===== src/rtl/p6_defs.sv =====
// Shared constants for the parity serial transmitter and anything that decodes
// its status output (e.g. a receiver-side bench).
package p6_defs;

  // Status / state encoding; codes 4..7 are unused.
  localparam logic [2:0] S_IDLE   = 3'd0;
  localparam logic [2:0] S_DATA   = 3'd1;
  localparam logic [2:0] S_PARITY = 3'd2;
  localparam logic [2:0] S_DONE   = 3'd3;

  // Bit-counter width for a frame of dw data bits (counts dw-1 down to 0).
  function automatic int cnt_w(input int dw);
    return (dw <= 2) ? 1 : $clog2(dw);
  endfunction

endpackage


===== src/rtl/p6_shift_parity.sv =====
// Loadable left-shift register with running XOR.
// The register holds the bits still to be sent, so msb_out is always the NEXT
// data bit; the MSB itself goes straight out on the load edge and seeds the
// parity. Each shift folds the bit being sent into the running parity.
module p6_shift_parity #(
  parameter int DATA_W = 8
) (
  input  logic              clk,
  input  logic              reset,
  input  logic              load,
  input  logic              shift,
  input  logic [DATA_W-1:0] data_in,
  output logic              msb_out,
  output logic              parity_out
);

  logic [DATA_W-1:0] r_sr;
  logic              r_par;

  // Load drops the MSB (sent on the load edge); shift consumes one bit per edge.
  always_ff @(posedge clk or negedge reset) begin
    if (!reset) begin
      r_sr  <= '0;
      r_par <= 1'b0;
    end else if (load) begin
      r_sr  <= {data_in[DATA_W-2:0], 1'b0};
      r_par <= data_in[DATA_W-1];
    end else if (shift) begin
      r_sr  <= {r_sr[DATA_W-2:0], 1'b0};
      r_par <= r_par ^ r_sr[DATA_W-1];
    end
  end

  assign msb_out    = r_sr[DATA_W-1];
  assign parity_out = r_par;

endmodule


===== src/rtl/p6_parity_serial_tx.sv =====
// Serial transmitter: sends a DATA_W-bit word MSB first, then one parity bit
// making the frame's ones count even (PARITY_EVEN=1) or odd (PARITY_EVEN=0).
// All outputs are registered from next-state decode.
module p6_parity_serial_tx
  import p6_defs::*;
#(
  parameter int DATA_W      = 8,
  parameter bit PARITY_EVEN = 1'b1
) (
  input  logic              clk,
  input  logic              reset,
  input  logic              start,
  input  logic [DATA_W-1:0] data_in,
  output logic              tx_bit,
  output logic              tx_valid,
  output logic              busy,
  output logic              done,
  output logic [2:0]        status
);

  localparam int CNT_W = cnt_w(DATA_W);

  logic [2:0]       r_state;
  logic [2:0]       w_state_nxt;
  logic [CNT_W-1:0] r_cnt;
  logic             w_accept;
  logic             w_last;
  logic             w_shift;
  logic             w_msb;
  logic             w_par;
  logic             w_tx_bit_nxt;
  logic             w_tx_valid_nxt;
  logic             w_busy_nxt;
  logic             w_done_nxt;
  logic             r_tx_bit;
  logic             r_tx_valid;
  logic             r_busy;
  logic             r_done;

  assign w_accept = (r_state == S_IDLE) && start;
  assign w_last   = (r_cnt == '0);
  assign w_shift  = (r_state == S_DATA) && !w_last;

  p6_shift_parity #(.DATA_W(DATA_W)) u_sp (
    .clk        (clk),
    .reset      (reset),
    .load       (w_accept),
    .shift      (w_shift),
    .data_in    (data_in),
    .msb_out    (w_msb),
    .parity_out (w_par)
  );

  // State register.
  always_ff @(posedge clk or negedge reset) begin
    if (!reset) r_state <= S_IDLE;
    else        r_state <= w_state_nxt;
  end

  // Next-state logic; unused codes fall back to IDLE.
  always_comb begin
    w_state_nxt = S_IDLE;
    case (r_state)
      S_IDLE:   w_state_nxt = start  ? S_DATA   : S_IDLE;
      S_DATA:   w_state_nxt = w_last ? S_PARITY : S_DATA;
      S_PARITY: w_state_nxt = S_DONE;
      S_DONE:   w_state_nxt = S_IDLE;
      default:  w_state_nxt = S_IDLE;
    endcase
  end

  // Next output values, decoded from the state being entered.
  always_comb begin
    w_tx_valid_nxt = (w_state_nxt == S_DATA) || (w_state_nxt == S_PARITY);
    w_busy_nxt     = w_tx_valid_nxt || (w_state_nxt == S_DONE);
    w_done_nxt     = (w_state_nxt == S_DONE);
    w_tx_bit_nxt   = 1'b0;
    case (r_state)
      S_IDLE:  w_tx_bit_nxt = start & data_in[DATA_W-1];
      S_DATA:  w_tx_bit_nxt = w_last ? (PARITY_EVEN ? w_par : ~w_par) : w_msb;
      default: w_tx_bit_nxt = 1'b0;
    endcase
  end

  // Bit counter: loaded on acceptance, counts down through the data bits.
  always_ff @(posedge clk or negedge reset) begin
    if (!reset)        r_cnt <= '0;
    else if (w_accept) r_cnt <= CNT_W'(DATA_W - 1);
    else if (w_shift)  r_cnt <= r_cnt - 1'b1;
  end

  // Output registers.
  always_ff @(posedge clk or negedge reset) begin
    if (!reset) begin
      r_tx_bit   <= 1'b0;
      r_tx_valid <= 1'b0;
      r_busy     <= 1'b0;
      r_done     <= 1'b0;
    end else begin
      r_tx_bit   <= w_tx_bit_nxt;
      r_tx_valid <= w_tx_valid_nxt;
      r_busy     <= w_busy_nxt;
      r_done     <= w_done_nxt;
    end
  end

  assign tx_bit   = r_tx_bit;
  assign tx_valid = r_tx_valid;
  assign busy     = r_busy;
  assign done     = r_done;
  assign status   = r_state;

endmodule


===== config.mk =====
export PLATFORM = sky130hd
export DESIGN_NAME = p6_parity_serial_tx
export DESIGN_NICKNAME = d
export VERILOG_FILES = /design/src/rtl/p6_defs.sv /design/src/rtl/p6_shift_parity.sv /design/src/rtl/p6_parity_serial_tx.sv
export SDC_FILE = /design/constraint.sdc
export NUM_CORES = 1
export LEC_CHECK = 0
export BUFFER_PORTS_ARGS = -buffer_cell sky130_fd_sc_hd__buf_2
export CORE_MARGIN = 1
export CORE_UTILIZATION = 45
export CTS_BUF_LIST = sky130_fd_sc_hd__clkbuf_8
export DETAILED_ROUTE_END_ITERATION = 8
export GPL_TIMING_DRIVEN = 0
export HOLD_SLACK_MARGIN = 0.06
export PLACE_DENSITY = 0.69
export SYNTH_ARGS = -nofsm -noshare
export SYNTH_HDL_FRONTEND = slang
export SYNTH_HIERARCHICAL = 1
export SYNTH_SLANG_ARGS = --single-unit

===== constraint.sdc =====
create_clock -name clk -period 3.63 [get_ports clk]
set_input_delay 0.726 -clock clk [delete_from_list [all_inputs] [get_ports clk]]
set_output_delay 0.726 -clock clk [all_outputs]
set_load 0.02 [all_outputs]

After elaboration in Yosys (flattened, before gate mapping)
Index checks and enable logic that the tools add are counted.
{"block": "totals", "ff_bits": 19}
{"block": "classes", "n_addsub": 1, "eq_ne": 5, "n_mux": 11, "bitwise_logic": 2, "reduce_logical": 8}
{"operator": "8-bit 2-to-1 mux", "count": 2}
{"operator": "3-bit by 2-bit equality test with 1-bit output, second input constant", "count": 3}
{"operator": "3-bit by 1-bit equality test with 1-bit output, second input constant", "count": 2}
{"operator": "3-bit zero test", "count": 2}
{"operator": "3-bit 2-to-1 mux", "count": 2}
{"operator": "2-bit one-hot mux with 3 select lines", "count": 1}
{"operator": "1-bit 2-to-1 mux", "count": 4}
{"operator": "3-bit by 1-bit subtractor with 3-bit output, second input constant", "count": 1}
{"operator": "1-bit logical AND", "count": 2}
{"operator": "1-bit logical OR", "count": 2}
{"operator": "2-bit 2-to-1 mux", "count": 1}
{"operator": "1-bit one-hot mux with 2 select lines", "count": 1}
{"operator": "2-bit nonzero test", "count": 1}
{"operator": "1-bit bitwise AND", "count": 1}
{"operator": "1-bit zero test", "count": 1}
{"operator": "1-bit bitwise XOR", "count": 1}

Longest topological paths before layout
Gate-level depths: netlist of run 1.
{"block": "depth", "depth_word": 6, "depth_mapped": 7, "depth_no_buf": 7}

Cells and area by module
Netlist of run 1, hierarchy kept.
{"mod": "p6_parity_serial_tx", "instances": 1, "cells_per_inst": 41, "area_per_inst_um2": 432.9, "seq_area_each_um2": 225.2}
{"mod": "p6_shift_parity", "instances": 1, "cells_per_inst": 35, "area_per_inst_um2": 374.1, "seq_area_each_um2": 200.2}

Worst setup path before layout of run 1
No wires, ideal clock.
{"block": "synth_timing", "path_kind": "register -> register", "start": "register r_cnt[0]", "end": "register u_sp.r_par (netlist: u_sp/parity_out)", "t_arrival_ps": 1392, "required_ps": 3504, "slack_ps": 2112, "stages_incl_launch_ff": 8, "path_buffers": 1, "period_less_slack_ps": 1518, "cell_sequence": "dfrtp_1 inv_1 ha_1 and2b_4 nor2_2 buf_6 nand2_1 a221o_1"}
{"block": "synth_via", "elab_chain_len": 4}
{"item": "from (decl)", "line_no": "p6_parity_serial_tx.sv:25", "text": "logic [CNT_W-1:0] r_cnt;"}
{"item": "from (signal assigned)", "line_no": "p6_parity_serial_tx.sv:88", "text": "else if (w_accept) r_cnt <= CNT_W'(DATA_W - 1);"}
{"item": "from (signal assigned)", "line_no": "p6_parity_serial_tx.sv:89", "text": "else if (w_shift) r_cnt <= r_cnt - 1'b1;"}
{"item": "3-bit zero test", "line_no": "p6_parity_serial_tx.sv:41", "text": "assign w_last = (r_cnt == '0);"}
{"item": "1-bit zero test", "line_no": "p6_parity_serial_tx.sv:42", "text": "assign w_shift = (r_state == S_DATA) && !w_last;"}
{"item": "1-bit logical AND", "line_no": "p6_parity_serial_tx.sv:42"}
{"item": "net w_shift", "line_no": "p6_parity_serial_tx.sv:28", "text": "logic w_shift;"}
{"item": "2-bit nonzero test (no line)"}
{"item": "to (signal assigned)", "line_no": "p6_shift_parity.sv:27", "text": "r_par <= data_in[DATA_W-1];"}
{"item": "to (signal assigned)", "line_no": "p6_shift_parity.sv:30", "text": "r_par <= r_par ^ r_sr[DATA_W-1];"}
{"item": "to (decl)", "line_no": "p6_shift_parity.sv:18", "text": "logic r_par;"}
The timed path passes the listed nets, and every way through them passes these cells.
A chain may end at the register's enable or synchronous reset.

Worst setup path after layout of run 1
Ends and elaborated chain as after synthesis.

==> summary.txt, run 1 <==
Run status
  – Outcome: complete, no violations

Synth
  – Mean post-synth cell area: 10.6 µm²
  – Warnings from Yosys: 6
  – Post-Syn Nets: 90
  – Top cell type's share of synthesized area: 52.7%
  – Yosys reg bits: 17
  – Main area contributors after synthesis: dfrtp_1 53%, mux2i_1 7.4%, o21ai_0 5.6%
  – Library cells used by synthesis: 27
  – Synthesized instance count: 76
  – Yosys top cell by area: dfrtp_1
  – Mapped Area: 807 µm²
  – Seq/Total Area, Yosys: 52.7%

Finish
  – Share of cells above drive strength 1: 30.2%
  – Syn-to-layout area delta: 19.4%
  – ANT cells: 0
  – Commonest cells after routing, fill and taps aside: 17 x dfrtp_1, 17 x buf_2, 9 x o21ai_0
  – Fin cells: 120
  – Final #Nets: 111

Worst setup path
  – Worst setup SP type: flop
  – Crit-path cells: inv_1, ha_1, and2b_4, nor2_2, buf_6, nand2_1, a221o_1
  – Arrival time worst endpoint: 1.79 ns
  – Worst path top cell family by delay: simple AND/OR/NAND/NOR gates
  – Critical path data required time: 3.76 ns
  – Critical path class: flop to flop
  – Buf/Inv on CP: 2
  – CP peak stage delay: 0.35 ns
  – Maximum fanout along the worst path: 9
  – CP max-delay cell: dfrtp_1
  – Crit end category: flop

STA
  – RSZ-0062 raised after global routing: false
  – Final Hold Viols: 0
  – Post-route minimum period: 1.66 ns
  – Min Hold Slack: 0.382 ns
  – Max Transition Viols Final: 0
  – Setup TNS: 0 ns
  – Final-report setup violation count: 0
  – Layout Skew: 0.000627 ns
  – Max Fclk: 601 MHz
  – Final Cycle Share: 45.9%

Clock tree
  – CTS tree: done
  – CTS H-tree depth: 1
  – Max Root-Sink Buffers: 2
  – CTS Buf Count: 3
  – Post-cts resize count: 0
  – Clk root buf: clkbuf_8
  – Postcts setup bufs: 0
  – Clock net sink count: 17
  – Hold_buf cts: 0
  – Later-pin clock latency in the skew report: 0.25 ns
  – Worst-path clk slew: 0.06 ns

Placement
  – Placer's final routability congestion estimate: 0.737
  – Placed insts: 116
  – PortBufs: 16
  – Post-DP HPWL: 1100 µm

Global routing
  – Largest net degree at the start of global routing: 18
  – Total Routing Usage GR: 18.1%
  – Global-route wire length before repair: 2450 µm
  – GRT overflow: 0
  – Antenna violations before repair: 0
  – Vias in the first global route: 557

Routing
  – DRT Pass-1 Iters: 2
  – Highest metal used: met3
  – Wire length on met2: 706 µm
  – WL final: 1440 µm
  – Vias: 596
  – DR vias/cell: 4.97
  – Post-route DRC: 0
  – Met1 wire length: 678 µm
  – Met3 routed WL: 57 µm
  – Drt initial violations: 2
  – Wire per inst: 12.0 µm
  – Post-DRT Antenna Nets: 0

Hold path
  – Hold Path Class: primary input to async pin

Floorplan
  – Die width: 44.4 µm
  – Die area: 1970 µm²
  – Cell row count: 14
  – Chip Height: 44.4 µm
  – Num ports: 18
  – Core Box Area: 1590 µm²
  – Initial Util: 50.6%

Power and ir drop
  – Worst IR Drop VDD: 0.524 mV
  – LEAKAGE: 0.483 nW
  – Pwr per Cell Area: 844 nW/µm²

Flow run
  – Max-cap violation count: 0
## metal layers
metal	up-vias	track usage, %
met5	-	0
li1	301	-
met3	0	7.76
met1	283	20.5
met4	0	5.45
met2	12	30.9
## power breakdown
part / total [mW] / switching (mW) / internal [mW] / leakage [nW]
clock: 0.136 / 0.0596 / 0.0760 / 0.0255
combinational: 0.356 / 0.195 / 0.161 / 0.249
sequential: 0.322 / 0.0516 / 0.270 / 0.208
total: 0.813 / 0.306 / 0.507 / 0.483
## path summary, 6_finish.rpt
check / from / endpoint / slack, ns / cells after the start
max: r_cnt[0] / u_sp/parity_out / 1.97 / 7
max in group asynchronous: reset / tx_valid / 2.98 / 1
min in group clk: r_cnt[2] / r_cnt[2] / 0.51 / 1
min: reset / r_cnt[1] / 0.38 / 1
max reg2reg: r_cnt[0] / u_sp/parity_out / 1.97 / 7
min reg2reg: r_cnt[2] / r_cnt[2] / 0.51 / 1
## state kept, by name, summed over array words and instances (netlist names)
signal,count
status,2
done,1
u_sp/r_sr,7
tx_bit,1
u_sp/parity_out,1
r_cnt,3
busy,1
tx_valid,1
## worst reg2reg max path, stage by stage, from the launching register on
cell	delay, ns
dfrtp_1	0.35
inv_1	0.07
ha_1	0.21
and2b_4	0.19
nor2_2	0.19
buf_6	0.18
nand2_1	0.06
a221o_1	0.30
## stage by stage
| step | worst slack, ns | power (mW) | instance area [µm²] | utilization (%) |
|---|---|---|---|---|
| detailed placement | 1.96 | 0.686 | 917 | 57.5 |
| CTS | 1.95 | 0.826 | 963 | 60.4 |
| global route | 1.80 | 0.886 | 963 | 60.4 |
| global placement | 2.02 | 0.663 | 917 | 57.5 |
| floorplan | 2.11 | 0.589 | 807 | - |
| finish | 1.97 | 0.813 | 963 | 60.4 |
## final cells by class
type | count | area, µm²
Inverter | 5 | 18.8
Timing Repair Buffer | 16 | 80.1
Fill cell | 144 | 631
Buffer | 3 | 23.8
Tap cell | 24 | 30.0
Sequential cell | 17 | 425
Clock buffer | 3 | 41.3
Clock inverter | 1 | 5.00
Multi-Input combinational cell | 51 | 339
## kinds of logic (layout without fill, tap and decap cells)
family	after synthesis	in the layout	synth area share (%)
other	1	1	0.465
muxes	6	6	7.44
DFF	17	17	52.7
adders and majority gates	3	3	4.65
buffers and inverters	8	28	5.27
AOI/OAI and AO/OA	16	16	11.8
and+or+nand+nor	25	25	17.7
## cells in the mapped netlist
| library cell | count |
|---|---|
| mux2i_1 | 6 |
| conb_1 | 1 |
| o21ai_0 | 9 |
| nand2_1 | 8 |
| ha_1 | 3 |
| nand2_2 | 1 |
| nor3_1 | 2 |
| buf_6 | 1 |
| dfrtp_1 | 17 |
| a311oi_1 | 1 |
| nor4bb_1 | 1 |
| nand3_1 | 2 |
| and2b_4 | 1 |
| nand3b_1 | 1 |
| a21oi_1 | 2 |
| nor2b_1 | 2 |
| a221o_1 | 1 |
| o311ai_0 | 1 |
| nand2b_1 | 3 |
| a31oi_1 | 2 |
| inv_2 | 1 |
| buf_4 | 1 |
| or3_1 | 1 |
| buf_2 | 1 |
| inv_1 | 4 |
| and2b_2 | 1 |
| nor2_2 | 2 |
Note: power is estimated with default switching activity, not from simulation.
==> inputs of run 2 (changes only) <==
Settings changed: ABC_AREA set to 1, PLACE_DENSITY 0.69 to 0.72.
Clock period 3.63 ns to 1.5 ns, I/O delays scaled along.
==> run 2 against run 1 <==
  * Maximum frequency rose by 21%
  * Sequential power rose to 2.5 times the previous value
  * Synthesized area rose by 3.4%
  * Sequential cell count did not move
  * Design area rose by 5.7%
  * Clock-buffer cell count did not move
  * Die area rose by 3.3%
  * Via count rose by 14%
  * First-iteration DRC count rose to 9.5 times the previous value
  * Clock power rose by 140%
  * Largest cell class unchanged
  * Highest routed layer is now met4
==> summary.txt, run 2 <==
Run status
  – Outcome: complete, no violations

Power and ir drop
  – Total Power: 2.30 mW (+180%)
  – Pwr per Cell Area: 2260 nW/µm² (+170%)
  – Psw: 1.02 mW (+230%)
  – Worst IR Drop VDD: 1.25 mV (+140%)
  – Sw Ratio: 44.6% (+6.9 points)
  – Clk pwr share: 14.3% (-2.4 points)
  – Flop pwr share: 35.6% (-4.0 points)
  – Gate power share: 50.1% (+6.4 points)
  – LEAKAGE: 0.580 nW (+20%)
  – Internal power: 1.27 mW (+150%)

Finish
  – Commonest cells after routing, fill and taps aside: 39 x nand2_1, 17 x dfrtp_1, 16 x buf_2
  – Commonest non-fill, non-tap cell in the layout: nand2_1
  – Share of cells above drive strength 1: 25.0% (-5.2 points)
  – Syn-to-layout area delta: 22.0%
  – ANT cells: 0 (unchanged)
  – Filler cell count: 155 (+7.6%)
  – Final #Nets: 139 (+25%)
  – Largest register FFs: 7 (unchanged)
  – Biggest register: u_sp/r_sr

Worst setup path
  – Maximum fanout along the worst path: 7 (-2)
  – Cell count along the critical path: 9 (+2)
  – Buf/Inv on CP: 3 (+1)
  – CP max-delay cell: dfrtp_1
  – CP peak stage delay: 0.36 ns (about the same)
  – Critical path data required time: 1.69 ns (-2.07 ns)
  – RR Endpoint: u_sp/parity_out
  – R2R setup slack: 0.13 ns (-1.84 ns)
  – End of the critical path: u_sp/parity_out
  – FF-to-FF path depth: 9 (+2)
  – Setup crit start: r_cnt[0]
  – Crit-path cells: inv_2, ha_2, inv_1, nor2_4, nor2_4, inv_2, nor2_4, nand3_1, nand2_1
  – Critical path class: flop to flop
  – Most frequent CP cell: nor2_4
  – Crit end category: flop
  – Worst setup SP type: flop
  – Arrival time worst endpoint: 1.56 ns (-0.23 ns)
  – Reg2reg start: r_cnt[0]
  – Worst path top cell family by delay: simple AND/OR/NAND/NOR gates

Synth
  – FFs w/ async S/R, synth: 100% (unchanged)
  – Synth cell count leaders: 39 x nand2_1, 17 x dfrtp_1, 16 x inv_1
  – Library cells used by synthesis: 12 (-56%)
  – Mean post-synth cell area: 8.10 µm² (-24%)
  – Post-Syn Nets: 117 (+30%)
  – Synth Flop Type: dfrtp_1
  – Main area contributors after synthesis: dfrtp_1 51%, nand2_1 18%, nand3_1 9.0%
  – Number of flops mapped to enable cells by yosys: 0 (unchanged)
  – Top cell type's share of synthesized area: 51.0% (-1.7 points)
  – Seq/Total Area, Yosys: 51.0% (-1.7 points)
  – Mapped Area: 835 µm² (+3.4%)
  – Yosys reg bits: 17 (unchanged)
  – Synthesized instance count: 103 (+36%)
  – Warnings from Yosys: 6 (unchanged)
  – Yosys top cell by area: dfrtp_1
  – Cell with the most instances after synthesis: nand2_1

Global routing
  – Vias in the first global route: 545 (-2.2%)
  – Largest net degree at the start of global routing: 18 (unchanged)
  – GRT overflow: 0 (unchanged)
  – Global-route wire length before repair: 2230 µm (-9.0%)
  – Total Routing Usage GR: 15.3% (-2.8 points)
  – Antenna violations before repair: 0 (unchanged)

Floorplan
  – Die width: 45.1 µm (+1.6%)
  – Core Box Area: 1730 µm² (+8.3%)
  – Initial Util: 48.3% (-2.3 points)
  – Num ports: 18 (unchanged)
  – Die area: 2030 µm² (+3.3%)
  – Chip Height: 45.1 µm (+1.6%)
  – Cell row count: 15 (+1)

STA
  – Post-route minimum period: 1.37 ns (-0.290 ns)
  – Max Transition Viols Final: 0 (unchanged)
  – RSZ-0062 raised after global routing: false
  – Max Fclk: 727 MHz (+21%)
  – Final Cycle Share: 91.6% (+46 points)
  – Layout Skew: 0.00309 ns (+0.00247 ns)
  – Setup TNS: 0 ns (unchanged)
  – Final-report setup violation count: 0 (unchanged)
  – Final Hold Viols: 0 (unchanged)

Routing
  – Vias: 679 (+14%)
  – Drt initial violations: 19 (+17)
  – WL final: 1430 µm (-0.97%)
  – Post-DRT Antenna Nets: 0 (unchanged)
  – DRT Pass-1 Iters: 4 (+2)
  – Post-route DRC: 0 (unchanged)
  – DR vias/cell: 4.56 (-8.2%)
  – Wire per inst: 9.58 µm (-20%)

Clock tree
  – Worst-path clk slew: 0.06 ns (about the same)
  – Later-pin clock latency in the skew report: 0.25 ns (about the same)
  – CTS tree: done
  – CTS H-tree depth: 1 (unchanged)
  – Max Root-Sink Buffers: 2 (unchanged)
  – Clock net sink count: 17 (unchanged)
  – Clk root buf: clkbuf_8
  – CTS Buf Count: 3 (unchanged)

Flow run
  – Max-cap violation count: 0 (unchanged)

Placement
  – Post-DP HPWL: 1020 µm (-7.4%)
  – Placer's final routability congestion estimate: 0.720 (-2.3%)
  – PortBufs: 16 (unchanged)

Hold path
  – Hold Path Class: primary input to flop
run 2: how the worst min path moves through the flow:
stage,startpoint,endpoint,depth (start not counted)
2_1_floorplan,reset,busy,0
3_3_place_gp,reset,r_cnt[2],1
3_5_place_dp,reset,r_cnt[2],1
4_1_cts,data_in[0],u_sp/r_sr[1],3
5_1_grt,data_in[0],u_sp/r_sr[1],3
6_report,data_in[0],u_sp/r_sr[1],3
run 2: what timing repair did:
action / in CTS / in global routing
hold endpoints to repair: 17 / 0
setup endpoints to repair: 7 / 9
cloned: 0 / 0
pin swaps: 0 / 2
hold buffers: 1 / 0
gates resized for setup: 1 / 6
buffers inserted: 0 / 0
run 2: layer usage:
metal / part of all wire, % / track usage [%] / vias up
met5: 0 / 0 / -
met4: 0.70 / 9.09 / 0
met3: 4.5 / 2.40 / 2
met2: 46 / 22.0 / 18
met1: 49 / 21.7 / 302
li1: - / - / 357
run 2: cell type report:
| type | instances | area (µm²) | area share (%) |
|---|---|---|---|
| Buffer | 2 | 18.8 | 1.84 |
| Clock buffer | 3 | 41.3 | 4.05 |
| Clock inverter | 1 | 3.75 | 0.369 |
| Inverter | 16 | 60.1 | 5.90 |
| Multi-Input combinational cell | 68 | 348 | 34.2 |
| Sequential cell | 17 | 425 | 41.8 |
| Tap cell | 25 | 31.3 | 3.07 |
| Timing Repair Buffer | 17 | 90.1 | 8.85 |
run 2: metrics by stage:
stage | worst slack, ns | utilization [%] | area, µm² | hold slack, ns | instances
floorplan | 0.157 | - | 835 | 0.00441 | 103
CTS | 0.0627 | 58.1 | 1000 | 0.259 | 149
global placement | 0.00965 | 54.8 | 946 | 0.238 | 144
detailed placement | 0.0100 | 54.8 | 946 | 0.241 | 144
finish | 0.125 | 59.0 | 1020 | 0.258 | 149
global route | 0.0215 | 59.0 | 1020 | 0.269 | 149
run 2: kinds of logic (layout without fill, tap and decap cells):
logic type               after synthesis  in the layout  synth area share (%)
AND/OR/NAND/NOR                       62             62                  33.4
AO/OA/AOI/OAI                          2              2                  1.20
flip-flops                            17             17                  51.0
adder cells (fa/ha/maj)                3              3                  4.50
other                                  1              1                 0.449
buffers and inverters                 18             39                  9.45
run 2: power by group through the flow:
stage | Combinational, mW | Clock, mW | Sequential (mW)
2_1_floorplan | 0.767 | 0 | 0.876
3_3_place_gp | 1.05 | 0 | 0.805
3_5_place_dp | 1.10 | 0 | 0.812
4_1_cts | 1.12 | 0.335 | 0.805
5_1_grt | 1.31 | 0.347 | 0.840
6_report | 1.15 | 0.329 | 0.818
run 2: worst min-delay path: cells and delay by family:
kind / cells / cell delay [ns]
buf+inv: 1 / 0.08
simple gates: 2 / 0.09
